<file path="config.mk">
export PLATFORM = sky130hd
export DESIGN_NAME = div_seq_nb_flat
export DESIGN_NICKNAME = d
export VERILOG_FILES = /design/src/rtl/div_pkg.sv /design/src/rtl/div_seq_nb_if.sv /design/src/rtl/div_ctrl_fsm.sv /design/src/rtl/div_seq_nb.sv /design/src/flat_wrapper.sv
export SDC_FILE = /design/constraint.sdc
export NUM_CORES = 1
export LEC_CHECK = 0
export BUFFER_PORTS_ARGS = -buffer_cell sky130_fd_sc_hd__buf_4
export CORE_MARGIN = 2
export CORE_UTILIZATION = 40
export DETAILED_ROUTE_END_ITERATION = 10
export PLACE_DENSITY = 0.56
export SLEW_MARGIN = 20
export SYNTH_ARGS = -nofsm -noshare
export SYNTH_HDL_FRONTEND = slang
export SYNTH_SLANG_ARGS = --single-unit
</file>
<file path="constraint.sdc">
create_clock -name CLK -period 3.8 [get_ports CLK]
set_input_delay 0.76 -clock CLK [delete_from_list [all_inputs] [get_ports CLK]]
set_output_delay 0.76 -clock CLK [all_outputs]
set_load 0.02 [all_outputs]
</file>
<file path="src/rtl/div_pkg.sv">
// Shared types and helpers for the sequential restoring divider.
package div_pkg;

    // Controller states
    typedef enum logic [1:0] {
        ST_IDLE,
        ST_RUN,
        ST_FIN
    } div_state_t;

    // Quotient reported for an unsigned (or non-negative signed) divide-by-zero;
    // sliced down to the operand width by the user.
    localparam logic [31:0] DIV0_Q_ALL = '1;

    // Bits needed to hold values 0..n-1, never less than one
    function automatic int unsigned clog2(input int unsigned n);
        int unsigned w;
        w = 0;
        for (int unsigned i = 0; i < 32; i++) begin
            if (((n - 1) >> i) != 0) begin
                w = i + 1;
            end
        end
        if (w == 0) begin
            w = 1;
        end
        return w;
    endfunction

endpackage

</file>
<file path="src/rtl/div_seq_nb_if.sv">
// Start/busy/done handshake and operand/result bus for div_seq_nb.
interface div_seq_nb_if #(
    parameter int unsigned N = 8
);
    logic         START;
    logic [N-1:0] A;
    logic [N-1:0] B;
    logic         BUSY;
    logic         DONE;
    logic [N-1:0] Q;
    logic [N-1:0] R;
    logic         DIV0;

    // Requester side
    modport master (
        output START, A, B,
        input  BUSY, DONE, Q, R, DIV0
    );

    // Divider side
    modport slave (
        input  START, A, B,
        output BUSY, DONE, Q, R, DIV0
    );
endinterface

</file>
<file path="src/rtl/div_ctrl_fsm.sv">
// Sequencing for div_seq_nb: state, iteration counter, BUSY/DONE and the
// datapath enables (operand load, zero-divisor load, shift, final load).
module div_ctrl_fsm
    import div_pkg::*;
#(
    parameter int unsigned N = 8
) (
    input  logic CLK,
    input  logic RST_N,
    input  logic i_start,
    input  logic i_b_zero,
    output logic o_busy,
    output logic o_done,
    output logic o_load,
    output logic o_zload,
    output logic o_shift,
    output logic o_fin
);
    localparam int unsigned CW = clog2(N);

    div_state_t      r_state;
    logic [CW-1:0]   r_cnt;
    logic            r_busy;
    logic            r_done;
    logic            w_accept;

    // State register, iteration counter and registered BUSY/DONE
    always_ff @(posedge CLK or negedge RST_N) begin
        if (!RST_N) begin
            r_state <= ST_IDLE;
            r_cnt   <= '0;
            r_busy  <= 1'b0;
            r_done  <= 1'b0;
        end else begin
            case (r_state)
                ST_IDLE: begin
                    r_done <= 1'b0;
                    if (i_start) begin
                        if (i_b_zero) begin
                            r_state <= ST_FIN;
                            r_done  <= 1'b1;
                        end else begin
                            r_state <= ST_RUN;
                            r_busy  <= 1'b1;
                            r_cnt   <= CW'(N - 1);
                        end
                    end
                end
                ST_RUN: begin
                    if (r_cnt == '0) begin
                        r_state <= ST_FIN;
                        r_busy  <= 1'b0;
                        r_done  <= 1'b1;
                    end else begin
                        r_cnt <= r_cnt - 1'b1;
                    end
                end
                ST_FIN: begin
                    r_state <= ST_IDLE;
                    r_done  <= 1'b0;
                end
                default: begin
                    r_state <= ST_IDLE;
                    r_busy  <= 1'b0;
                    r_done  <= 1'b0;
                end
            endcase
        end
    end

    // Datapath enables decoded from the current state
    always_comb begin
        w_accept = (r_state == ST_IDLE) && i_start;
        o_load   = w_accept && !i_b_zero;
        o_zload  = w_accept && i_b_zero;
        o_shift  = (r_state == ST_RUN);
        o_fin    = (r_state == ST_RUN) && (r_cnt == '0);
    end

    assign o_busy = r_busy;
    assign o_done = r_done;

endmodule

</file>
<file path="src/rtl/div_seq_nb.sv">
// Multi-cycle restoring divider, one quotient bit per clock.
// Optional feature macro: DIV_SIGNED_EN (two's-complement operands/results).
module div_seq_nb
    import div_pkg::*;
#(
    parameter int unsigned N = 8
) (
    input  logic             CLK,
    input  logic             RST_N,
    div_seq_nb_if.slave      bus
);
    logic [N-1:0] w_a;
    logic [N-1:0] w_b;
    logic [N-1:0] w_a_mag;
    logic [N-1:0] w_b_mag;
    logic [N-1:0] w_q_div0;
    logic [N:0]   w_rem_sh;
    logic [N+1:0] w_trial;
    logic         w_ge;
    logic [N:0]   w_rem_nx;
    logic [N-1:0] w_quo_nx;
    logic [N-1:0] w_q_fin;
    logic [N-1:0] w_r_fin;

    logic         w_busy;
    logic         w_done;
    logic         w_load;
    logic         w_zload;
    logic         w_shift;
    logic         w_fin;

    logic [N:0]   r_rem;
    logic [N-1:0] r_quo;
    logic [N-1:0] r_b;
    logic [N-1:0] r_q;
    logic [N-1:0] r_r;
    logic         r_div0;
`ifdef DIV_SIGNED_EN
    logic         r_neg_q;
    logic         r_neg_r;
`endif

    div_ctrl_fsm #(
        .N (N)
    ) u_ctrl (
        .CLK      (CLK),
        .RST_N    (RST_N),
        .i_start  (bus.START),
        .i_b_zero (w_b == '0),
        .o_busy   (w_busy),
        .o_done   (w_done),
        .o_load   (w_load),
        .o_zload  (w_zload),
        .o_shift  (w_shift),
        .o_fin    (w_fin)
    );

    assign w_a = bus.A;
    assign w_b = bus.B;

    // Operand magnitudes and divide-by-zero quotient
    always_comb begin
`ifdef DIV_SIGNED_EN
        w_a_mag  = w_a[N-1] ? ('0 - w_a) : w_a;
        w_b_mag  = w_b[N-1] ? ('0 - w_b) : w_b;
        w_q_div0 = w_a[N-1] ? N'(1) : DIV0_Q_ALL[N-1:0];
`else
        w_a_mag  = w_a;
        w_b_mag  = w_b;
        w_q_div0 = DIV0_Q_ALL[N-1:0];
`endif
    end

    // One restoring step: shift {rem,quo}, trial subtract, keep or restore.
    // The final step feeds the output registers directly so results land on
    // the same edge that leaves RUN.
    always_comb begin
        w_rem_sh = {r_rem[N-1:0], r_quo[N-1]};
        w_trial  = {1'b0, w_rem_sh} - {2'b00, r_b};
        w_ge     = ~w_trial[N+1];
        w_rem_nx = w_ge ? w_trial[N:0] : w_rem_sh;
        w_quo_nx = {r_quo[N-2:0], w_ge};
`ifdef DIV_SIGNED_EN
        w_q_fin  = r_neg_q ? ('0 - w_quo_nx) : w_quo_nx;
        w_r_fin  = r_neg_r ? ('0 - w_rem_nx[N-1:0]) : w_rem_nx[N-1:0];
`else
        w_q_fin  = w_quo_nx;
        w_r_fin  = w_rem_nx[N-1:0];
`endif
    end

    // Working registers and held result registers
    always_ff @(posedge CLK or negedge RST_N) begin
        if (!RST_N) begin
            r_rem   <= '0;
            r_quo   <= '0;
            r_b     <= '0;
            r_q     <= '0;
            r_r     <= '0;
            r_div0  <= 1'b0;
`ifdef DIV_SIGNED_EN
            r_neg_q <= 1'b0;
            r_neg_r <= 1'b0;
`endif
        end else begin
            if (w_load) begin
                r_rem   <= '0;
                r_quo   <= w_a_mag;
                r_b     <= w_b_mag;
`ifdef DIV_SIGNED_EN
                r_neg_q <= w_a[N-1] ^ w_b[N-1];
                r_neg_r <= w_a[N-1];
`endif
            end
            if (w_shift) begin
                r_rem <= w_rem_nx;
                r_quo <= w_quo_nx;
            end
            if (w_fin) begin
                r_q    <= w_q_fin;
                r_r    <= w_r_fin;
                r_div0 <= 1'b0;
            end
            if (w_zload) begin
                r_q    <= w_q_div0;
                r_r    <= w_a;
                r_div0 <= 1'b1;
            end
        end
    end

    assign bus.BUSY = w_busy;
    assign bus.DONE = w_done;
    assign bus.Q    = r_q;
    assign bus.R    = r_r;
    assign bus.DIV0 = r_div0;

endmodule

</file>
<file path="src/flat_wrapper.sv">
// flat-port wrapper written by rule: the top's interface ports become plain ports
module div_seq_nb_flat import div_pkg::*;
#(
    parameter int unsigned N = 8
)
  (CLK, RST_N, bus_START, bus_A, bus_B, bus_BUSY, bus_DONE, bus_Q, bus_R, bus_DIV0);
  div_seq_nb_if #(.N(N)) bus_i ();
  input  logic CLK;
  input  logic RST_N;
  input wire logic [$bits(bus_i.START)-1:0] bus_START;
  input wire logic [$bits(bus_i.A)-1:0] bus_A;
  input wire logic [$bits(bus_i.B)-1:0] bus_B;
  output wire logic [$bits(bus_i.BUSY)-1:0] bus_BUSY;
  output wire logic [$bits(bus_i.DONE)-1:0] bus_DONE;
  output wire logic [$bits(bus_i.Q)-1:0] bus_Q;
  output wire logic [$bits(bus_i.R)-1:0] bus_R;
  output wire logic [$bits(bus_i.DIV0)-1:0] bus_DIV0;
  assign bus_i.START = bus_START;
  assign bus_i.A = bus_A;
  assign bus_i.B = bus_B;
  assign bus_BUSY = bus_i.BUSY;
  assign bus_DONE = bus_i.DONE;
  assign bus_Q = bus_i.Q;
  assign bus_R = bus_i.R;
  assign bus_DIV0 = bus_i.DIV0;
  div_seq_nb #(.N(N)) u_core (.CLK(CLK), .RST_N(RST_N), .bus(bus_i));
endmodule
</file>
==> results of run 1 <==
==> report_power, final <==
part	switching (W)	total, W	internal [W]
Clock	0.000163	0.000289	0.000126
Sequential	0.000156	0.000922	0.000766
Combinational	0.00105	0.00182	0.000772
==> worst max path at each step <==
stage	end	slack (ns)
floorplan	u_core.r_rem[0]	1.86
global placement	u_core.bus.Q[0]	1.23
detailed placement	u_core.bus.R[7]	1.17
CTS	u_core.bus.R[7]	1.30
global route	u_core.bus.R[0]	1.07
finish	u_core.bus.R[7]	1.34
==> sequential cells by signal, indices dropped and copies added, names as in the netlist <==
| name | count |
|---|---|
| u_core.bus.DIV0 | 1 |
| u_core.bus.Q | 8 |
| u_core.bus.R | 8 |
| u_core.r_b | 8 |
| u_core.r_quo | 8 |
| u_core.r_rem | 8 |
| u_core.u_ctrl.o_busy | 1 |
| u_core.u_ctrl.o_done | 1 |
| u_core.u_ctrl.r_cnt | 3 |
| u_core.u_ctrl.r_state | 2 |
==> synth_stat cells, drive strengths merged (3+ instances only) <==
library cell and number:
dfrtp 48, nand2 30, a21oi 29, o21ai 27, nor2 24, inv 15
mux2i 11, ha 10, and3 8, clkbuf 7, o22ai 6, buf 5
nand2b 5, nor2b 4, mux2 3, nand3 3, o211ai 3
==> area by class of cell <==
class                      count  area (sq um)
clock buffer                   6          72.6
clock inverter                 1          5.00
fill                         639          3310
inverter                      15          56.3
multi-input combinational    193          1290
sequential                    48          1200
tap                           77          96.3
timing repair buffer          38           285
==> per-layer routing <==
metal  global-route usage  part of all wire  up-vias
met2                0.261              0.44       30
met1                0.246              0.51      937
met5                    0                 0        -
met4               0.0476            0.0088        0
met3               0.0383             0.042        5
li1                     -                 -     1008
==> metrics by stage <==
step	setup slack [ns]	hold WS, ns	instance area, sq um	cells
CTS	1.30	0.474	3010	378
global route	1.07	0.487	3010	378
finish	1.34	0.471	3010	378
global placement	1.23	0.456	2930	371
floorplan	1.86	0.440	2600	268
detailed placement	1.17	0.461	2930	371
==> worst max-delay path, stage by stage (launching register included) <==
cell and delay, ns:
dfrtp_1 0.40, inv_1 0.09, ha_1 0.17, nor2b_1 0.33, nand2_1 0.67, and3_1 0.43, a21oi_1 0.13, o31ai_1 0.09
==> cell families after synthesis <==
| group | after synthesis | share of synthesized area |
|---|---|---|
| AND/OR/NAND/NOR | 86 | 0.176 |
| AO/OA/AOI/OAI | 78 | 0.192 |
| multiplexers | 14 | 0.0581 |
| flip-flops | 48 | 0.461 |
| XOR/XNOR | 4 | 0.0135 |
| adder cells (fa/ha/maj) | 11 | 0.0557 |
| buffers and inverters | 27 | 0.0428 |
==> placed cells by master (no fill, tap or decap), drive strengths merged <==
master | netlist | layout
o21ai | 27 | 27
o22ai | 6 | 6
o31ai | 2 | 2
nand2 | 30 | 30
or3 | 2 | 2
a21o | 1 | 1
nand4 | 2 | 2
o211ai | 3 | 3
xnor2 | 2 | 2
dfrtp | 48 | 48
nand2b | 5 | 5
nor4 | 2 | 2
a21oi | 29 | 29
nand3b | 2 | 2
ha | 10 | 10
or2 | 1 | 1
a211oi | 2 | 2
and3 | 8 | 8
a2111o | 1 | 1
a31oi | 1 | 1
buf | 5 | 38
o221ai | 1 | 1
a211o | 1 | 1
xor2 | 2 | 2
o311ai | 1 | 1
clkbuf | 7 | 6
a311oi | 1 | 1
nor3 | 1 | 1
nor3b | 2 | 2
mux2i | 11 | 11
fa | 1 | 1
a2111oi | 1 | 1
mux2 | 3 | 3
nor2b | 4 | 4
nand3 | 3 | 3
clkinv | 0 | 1
nor2 | 24 | 24
inv | 15 | 15
a2bb2oi | 1 | 1
==> flow_summary.yaml, run 1 <==
placed_design:
  io_buffers: 37
  gp_congestion: 0.804
  dp_hpwl_um: 4090
route:
  drt_iter0_drc: 43
  dr.pass1.iters: 4
  wl_um: 5800
  routedWlPerCell_um: 15.4
  ant_nets: 0
  viasPerCell: 5.24
  drc: 0
  vias: 1980
yosys:
  synth_top_area_frac: 0.461
  synth-seq-area-share: 0.461
  synth_nets: 298
  synth_ff_type: "dfrtp_1"
  ys.warnings.count: 0
  synth-seq-cells: 48
  synth_edf_count: 0
  synthArstFlopShare: 1.00
  synth_area_leaders: "dfrtp_1 (46%), a21oi_1 (5.2%), ha_1 (4.8%), nand2_1 (4.3%), mux2i_1 (4.2%)"
  netlist_area_sq_um: 2600
  synth.distinct_cells: 50
  syn_inst: 268
  syn_avg_cell_area_sq_um: 9.72
  synth_top_cell_by_area: "dfrtp_1"
critical_path:
  setup.worst_path.class: "flop to flop"
  r2r_start: "u_core.u_ctrl.r_cnt[0]"
  path_max_fanout: 33
  worst-r2r-cell-count: 7
  crit_start: "u_core.u_ctrl.r_cnt[0]"
  critPathCaptureType: "flop"
  worst_ep_required_time_ns: 3.94
  arrival_ns: 2.60
  r2r-end: "u_core.bus.R[7]"
  cp-start-kind: "flop"
  ff2ff_setup_slack_ns: 1.34
sta:
  worst_slew_pin_slew_ns: 0.997
  rsz0062_at_grt: "no"
  max_freq_mhz: 407
  post-route-period-util: 0.647
  skew_ns: 0.00535
  period_minus_slack_ns: 2.46
  setup_viol: 0
  hold_viol: 0
  relSlewSlack: 0.334
  tns_ns: 0
  report.final.slew_viol_count: 0
final_layout:
  syn2layout_area_growth_pct: 15.5
  diodes: 0
  final_core_util: 0.476
  drive_above_1_share: 0.199
  fin_nets: 331
floorplan:
  start_util: 0.412
  core_sq_um: 6310
  io_pins: 38
  die_x_um: 84.7
  die_area_sq_um: 7170
  die_y_um: 84.7
  placementRows: 29
global_route:
  grt_usage: 0.171
  grt_pass1_wl_um: 9690
  grt_pass1_vias: 1914
  grt_antenna_before_repair: 0
  grt_max_degree: 49
  grt.overflow.total: 0
clock_network:
  cts.sinks: 48
  cts_buffers: 5
  clockBufferDepth: 2
  htreeDepth: 2
  cts.clk_slew.worst_paths_ns: 0.09
  cts_hold_buf: 0
  cts_resized: 0
  cts_tree: "yes"
  insertion_delay_ns: 0.30
  root_buffer: "clkbuf_8"
  post_cts_buffers: 0
flow_run:
  maxCapViolations: 0
outcome:
  status: "complete, no violations"
pwr:
  power_leakage_nw: 1.34
  ir_worst_vdd_mv: 0.420
  p_per_area_nw_per_um2: 1010
  totalPowerFinal_w: 0.00303
min_path:
  hold_path.class: "input port to async pin"
Note: power is estimated with default switching activity, not from simulation.
==> run 2, diff against run 1 <==
--- a/config.mk
+++ b/config.mk
@@ -9,7 +9,7 @@
 export CORE_MARGIN = 2
 export CORE_UTILIZATION = 40
 export DETAILED_ROUTE_END_ITERATION = 10
-export PLACE_DENSITY = 0.56
+export PLACE_DENSITY = 0.59
 export SLEW_MARGIN = 20
 export SYNTH_ARGS = -nofsm -noshare
 export SYNTH_HDL_FRONTEND = slang
==> constraint.sdc (replaced) <==
create_clock -name CLK -period 2.15 [get_ports CLK]
set_input_delay 0.43 -clock CLK [delete_from_list [all_inputs] [get_ports CLK]]
set_output_delay 0.43 -clock CLK [all_outputs]
set_load 0.02 [all_outputs]
==> run 2 against run 1 <==
  * Largest cell class unchanged
  * Flip-flop and latch count unchanged
  * Core utilization up 3.5 points
  * Clock skew up 0.0020 ns
  * Via count up 5.7%
  * Maximum frequency up 19%
==> flow_summary.yaml, run 2 (synthesized netlist as in run 1, its figures left out) <==
outcome:
  status: "complete, no violations"
clock_network:
  root_buffer: "clkbuf_8"
  insertion_delay_ns: 0.31
  cts_buffers: 5
  htreeDepth: 2
  cts_tree: "yes"
  cts.clk_slew.worst_paths_ns: 0.09
  cts.sinks: 48
  clockBufferDepth: 2
route:
  ant_nets: 0
  routedWlPerCell_um: 15.9
  drc: 0
  vias: 2092
  viasPerCell: 5.31
  dr.pass1.iters: 6
  wl_um: 6250
  drt_iter0_drc: 143
global_route:
  grt_antenna_before_repair: 0
  grt_usage: 0.184
  grt_max_degree: 49
  grt.overflow.total: 0
  grt_pass1_vias: 2099
  grt_pass1_wl_um: 10500
floorplan:
  die_area_sq_um: 7170
  die_x_um: 84.7
  die_y_um: 84.7
  start_util: 0.412
  core_sq_um: 6310
  placementRows: 29
  io_pins: 38
sta:
  skew_ns: 0.00736
  hold_slack_ns: 0.125
  relSlewSlack: 0.577
  worst_slew_pin_slew_ns: 0.634
  report.final.slew_viol_count: 0
  hold_viol: 0
  post-route-period-util: 0.958
  period_minus_slack_ns: 2.06
  fin_ws_ns: 0.0900
  setup_viol: 0
  max_freq_mhz: 485
final_layout:
  layout_common_cells: "buf_4 (49), dfrtp_1 (48), nand2_1 (30)"
  syn2layout_area_growth_pct: 24.1
  multi_input_area_sq_um: 1350
  layout_commonest_cell: "buf_4"
  diodes: 0
  seq_area_sq_um: 1200
  num-fill-cells: 606
  layout.cells.non_filler: 394
  fin_nets: 346
  final_core_util: 0.512
  drive_above_1_share: 0.268
placed_design:
  dp_hpwl_um: 4420
  io_buffers: 37
  dp_slack_ns: -0.0528
  gp_congestion: 0.801
  dp.cells: 384
pwr:
  p_per_area_nw_per_um2: 1830
  ir_worst_vdd_mv: 0.962
  totalPowerFinal_w: 0.00591
  power_leakage_nw: 1.44
min_path:
  hold_path.class: "input port to async pin"
critical_path:
  cp-start-kind: "flop"
  arrival_ns: 2.30
  worst_ep_required_time_ns: 2.39
  critPathCaptureType: "flop"
  r2r_start: "u_core.r_rem[6]"
  path_max_fanout: 5
  setup.worst_path.class: "flop to flop"
  crit_start: "u_core.r_rem[6]"
flow_run:
  maxCapViolations: 0
-- run 2: changes by cell type in the layout (fill, tap and decap cells not counted), sizes merged --
cell,before,now
nor2,24,25
inv,15,16
buf,38,52
-- run 2: cell type report --
cell class | count | share of cell area
Multi-Input combinational cell | 194 | 0.419
Sequential cell | 48 | 0.372
Timing Repair Buffer | 52 | 0.132
Tap cell | 77 | 0.0298
Clock buffer | 6 | 0.0256
Inverter | 15 | 0.0174
Clock inverter | 2 | 0.00426
-- run 2: repair_timing --
action,4_1_cts,5_1_grt
pin swaps,1,2
endpoints found under the setup margin,3,15
gates cloned,1,0
hold buffers,0,0
endpoints found under the hold margin,0,0
gates resized for setup,1,10
buffers inserted,0,1
-- run 2: path summary, 6_finish.rpt --
| kind | slack [ns] | to | cells past startpoint |
|---|---|---|---|
| worst max-delay path | 0.09 | u_core.r_rem[1] | 6 |
| worst min-delay path | 0.12 | u_core.r_b[3] | 1 |
| worst max register to register | 0.09 | u_core.r_rem[1] | 6 |
| worst min register to register | 0.47 | u_core.u_ctrl.r_cnt[0] | 1 |
| max in group asynchronous | 1.59 | u_core.r_b[6] | 1 |
| min in group CLK | 0.35 | u_core.bus.R[0] | 3 |
-- run 2: through the flow --
step | TNS [ns] | cell area (sq um)
4_1_cts | 0 | 3170
3_5_place_dp | -0.0528 | 3070
6_report | 0 | 3230
5_1_grt | -0.00186 | 3230
3_3_place_gp | -0.00956 | 3070
2_1_floorplan | 0 | 2600
-- run 2: power breakdown --
group / internal [W] / total (W) / switching (W)
clock network: 0.000264 / 0.000584 / 0.000320
registers: 0.00135 / 0.00165 / 0.000294
logic: 0.00165 / 0.00368 / 0.00203
total: 0.00327 / 0.00591 / 0.00264
-- run 2: worst max-delay path, cell delays in order (launching register included) --
cell	delay, ns
dfrtp_1	0.43
ha_1	0.38
inv_1	0.11
a2111oi_4	0.44
nor2_4	0.15
mux2_4	0.33
o22ai_2	0.14
-- run 2: routing by layer --
layer	track usage	share of wire	vias up
met5	0	0	-
met4	0.0519	0.012	0
met3	0.0374	0.044	8
met2	0.295	0.47	46
met1	0.253	0.48	1003
li1	-	-	1035
==> run 3, diff against run 2 <==
--- a/config.mk
+++ b/config.mk
@@ -7,9 +7,10 @@
 export LEC_CHECK = 0
 export BUFFER_PORTS_ARGS = -buffer_cell sky130_fd_sc_hd__buf_4
 export CORE_MARGIN = 2
-export CORE_UTILIZATION = 40
+export CORE_UTILIZATION = 45
 export DETAILED_ROUTE_END_ITERATION = 10
-export PLACE_DENSITY = 0.59
+export MAX_ROUTING_LAYER = met4
+export PLACE_DENSITY = 0.65
 export SLEW_MARGIN = 20
 export SYNTH_ARGS = -nofsm -noshare
 export SYNTH_HDL_FRONTEND = slang
==> run 3 against run 2 <==
  * Wire length rose by 0.26%
  * Critical path depth did not move
  * Flip-flop and latch count is the same
  * Register-to-register slack barely moved
  * Total power shrank 2.2%
  * Clock skew shrank 0.0015 ns
==> flow_summary.yaml, run 3 (synthesized netlist as in run 1, its figures left out) <==
outcome:
  status: "complete, no violations"
final_layout:
  drive_above_1_share: 0.251
  diodes: 0
  layout.cells.non_filler: 387
  layout_commonest_cell: "buf_4"
  final_area_sq_um: 3160
  final_core_util: 0.570
  syn2layout_area_growth_pct: 21.2
  fin_nets: 345
  layout_common_cells: "buf_4 (50), dfrtp_1 (48), nand2_1 (30)"
clock_network:
  cts_tree: "yes"
  cts_buffers: 5
  htreeDepth: 2
  root_buffer: "clkbuf_8"
  cts.sinks: 48
  clockBufferDepth: 2
  insertion_delay_ns: 0.31
  cts_hold_buf: 0
  cts.clk_slew.worst_paths_ns: 0.09
sta:
  hold_viol: 0
  worst_slew_pin_slew_ns: 0.627
  tns_ns: 0
  setup_viol: 0
  skew_ns: 0.00583
  period_minus_slack_ns: 2.06
  report.final.slew_viol_count: 0
  max_freq_mhz: 486
  post-route-period-util: 0.958
  relSlewSlack: 0.582
  rsz0062_at_grt: "yes"
floorplan:
  core_sq_um: 5540
  die_area_sq_um: 6410
  die_x_um: 80.1
  placementRows: 27
  io_pins: 38
  start_util: 0.470
  die_y_um: 80.1
placed_design:
  gp_congestion: 0.904
  dp_hpwl_um: 4430
  post_dp_cell_area_sq_um: 3020
  dp.cells: 377
  io_buffers: 37
pwr:
  p_clk_frac: 0.099
  power_leakage_nw: 1.42
  internal_power_w: 0.00318
  ir_worst_vdd_mv: 0.704
  p_per_area_nw_per_um2: 1830
  netSwitchingPower_w: 0.00259
  p_seq_frac: 0.283
  p_sw_frac: 0.449
  pwr-share-comb: 0.619
route:
  viasPerCell: 5.43
  vias: 2103
  ant_nets: 0
  drc: 0
  dr.pass1.iters: 4
  drt_iter0_drc: 140
  wl_um: 6270
  routedWlPerCell_um: 16.2
critical_path:
  critPathCaptureType: "flop"
  setup.worst_path.class: "flop to flop"
  path_max_fanout: 5
  cp-start-kind: "flop"
  worst_ep_required_time_ns: 2.33
  arrival_ns: 2.24
flow_run:
  maxCapViolations: 0
global_route:
  grt_antenna_before_repair: 0
  grt.overflow.total: 0
  grt_max_degree: 49
  grt_usage: 0.220
  grt_pass1_wl_um: 10500
  grt_pass1_vias: 2152
min_path:
  hold_path.class: "input port to async pin"
run 3: layout make-up:
type | count | area (sq um)
clock buffer | 6 | 82.6
clock inverter | 1 | 8.76
fill | 528 | 2380
inverter | 15 | 56.3
multi-input combinational | 194 | 1320
sequential | 48 | 1200
tap | 72 | 90.1
timing repair buffer | 51 | 395
run 3: power by group through the flow:
stage,combinational (W),clock [W],sequential (W)
after floorplan,0.00224,0,0.00179
after global placement,0.00332,0,0.00164
after detailed placement,0.00338,0,0.00165
after CTS,0.00345,0.000587,0.00164
after global routing,0.00399,0.000618,0.00169
final,0.00357,0.000570,0.00163
run 3: layer usage:
metal,global-route usage,vias up,wire [um]
li1,-,1035,-
met1,0.292,1015,2850
met2,0.349,45,3070
met3,0.0483,8,263
met4,0.0525,0,83
met5,-,-,0
run 3: timing repair:
item / 4_1_cts / 5_1_grt
cloned: 0 / 1
setup buffers: 1 / 1
gates resized for setup: 1 / 4
setup endpoints to repair: 2 / 12
pin swaps: 1 / 2
run 3: worst max-delay path: stages (launching register included):
cell and delay, ns:
dfrtp_1 0.44, ha_1 0.38, a21oi_2 0.21, o221ai_2 0.18
nor2_4 0.29, mux2i_4 0.33, o22ai_1 0.12
run 3: worst paths after layout:
kind | from | slack (ns) | cells past startpoint | endpoint
worst max-delay path | u_core.r_rem[5] | 0.09 | 6 | u_core.r_rem[3]
worst min-delay path | RST_N | 0.13 | 1 | u_core.r_b[2]
worst max register to register | u_core.r_rem[5] | 0.09 | 6 | u_core.r_rem[3]
worst min register to register | u_core.bus.DIV0 | 0.48 | 2 | u_core.bus.DIV0
max in group asynchronous | RST_N | 1.59 | 1 | u_core.u_ctrl.o_busy
min in group CLK | bus_A[3] | 0.35 | 3 | u_core.bus.R[3]
run 3: metrics by stage:
step / worst slack (ns) / total power [W] / hold slack, ns
after global placement: -0.0135 / 0.00496 / 0.459
after CTS: 0.00959 / 0.00567 / 0.155
after floorplan: 0.206 / 0.00403 / 0.134
after detailed placement: -0.0406 / 0.00503 / 0.465
final: 0.0905 / 0.00578 / 0.128
after global routing: -0.0279 / 0.00630 / 0.168
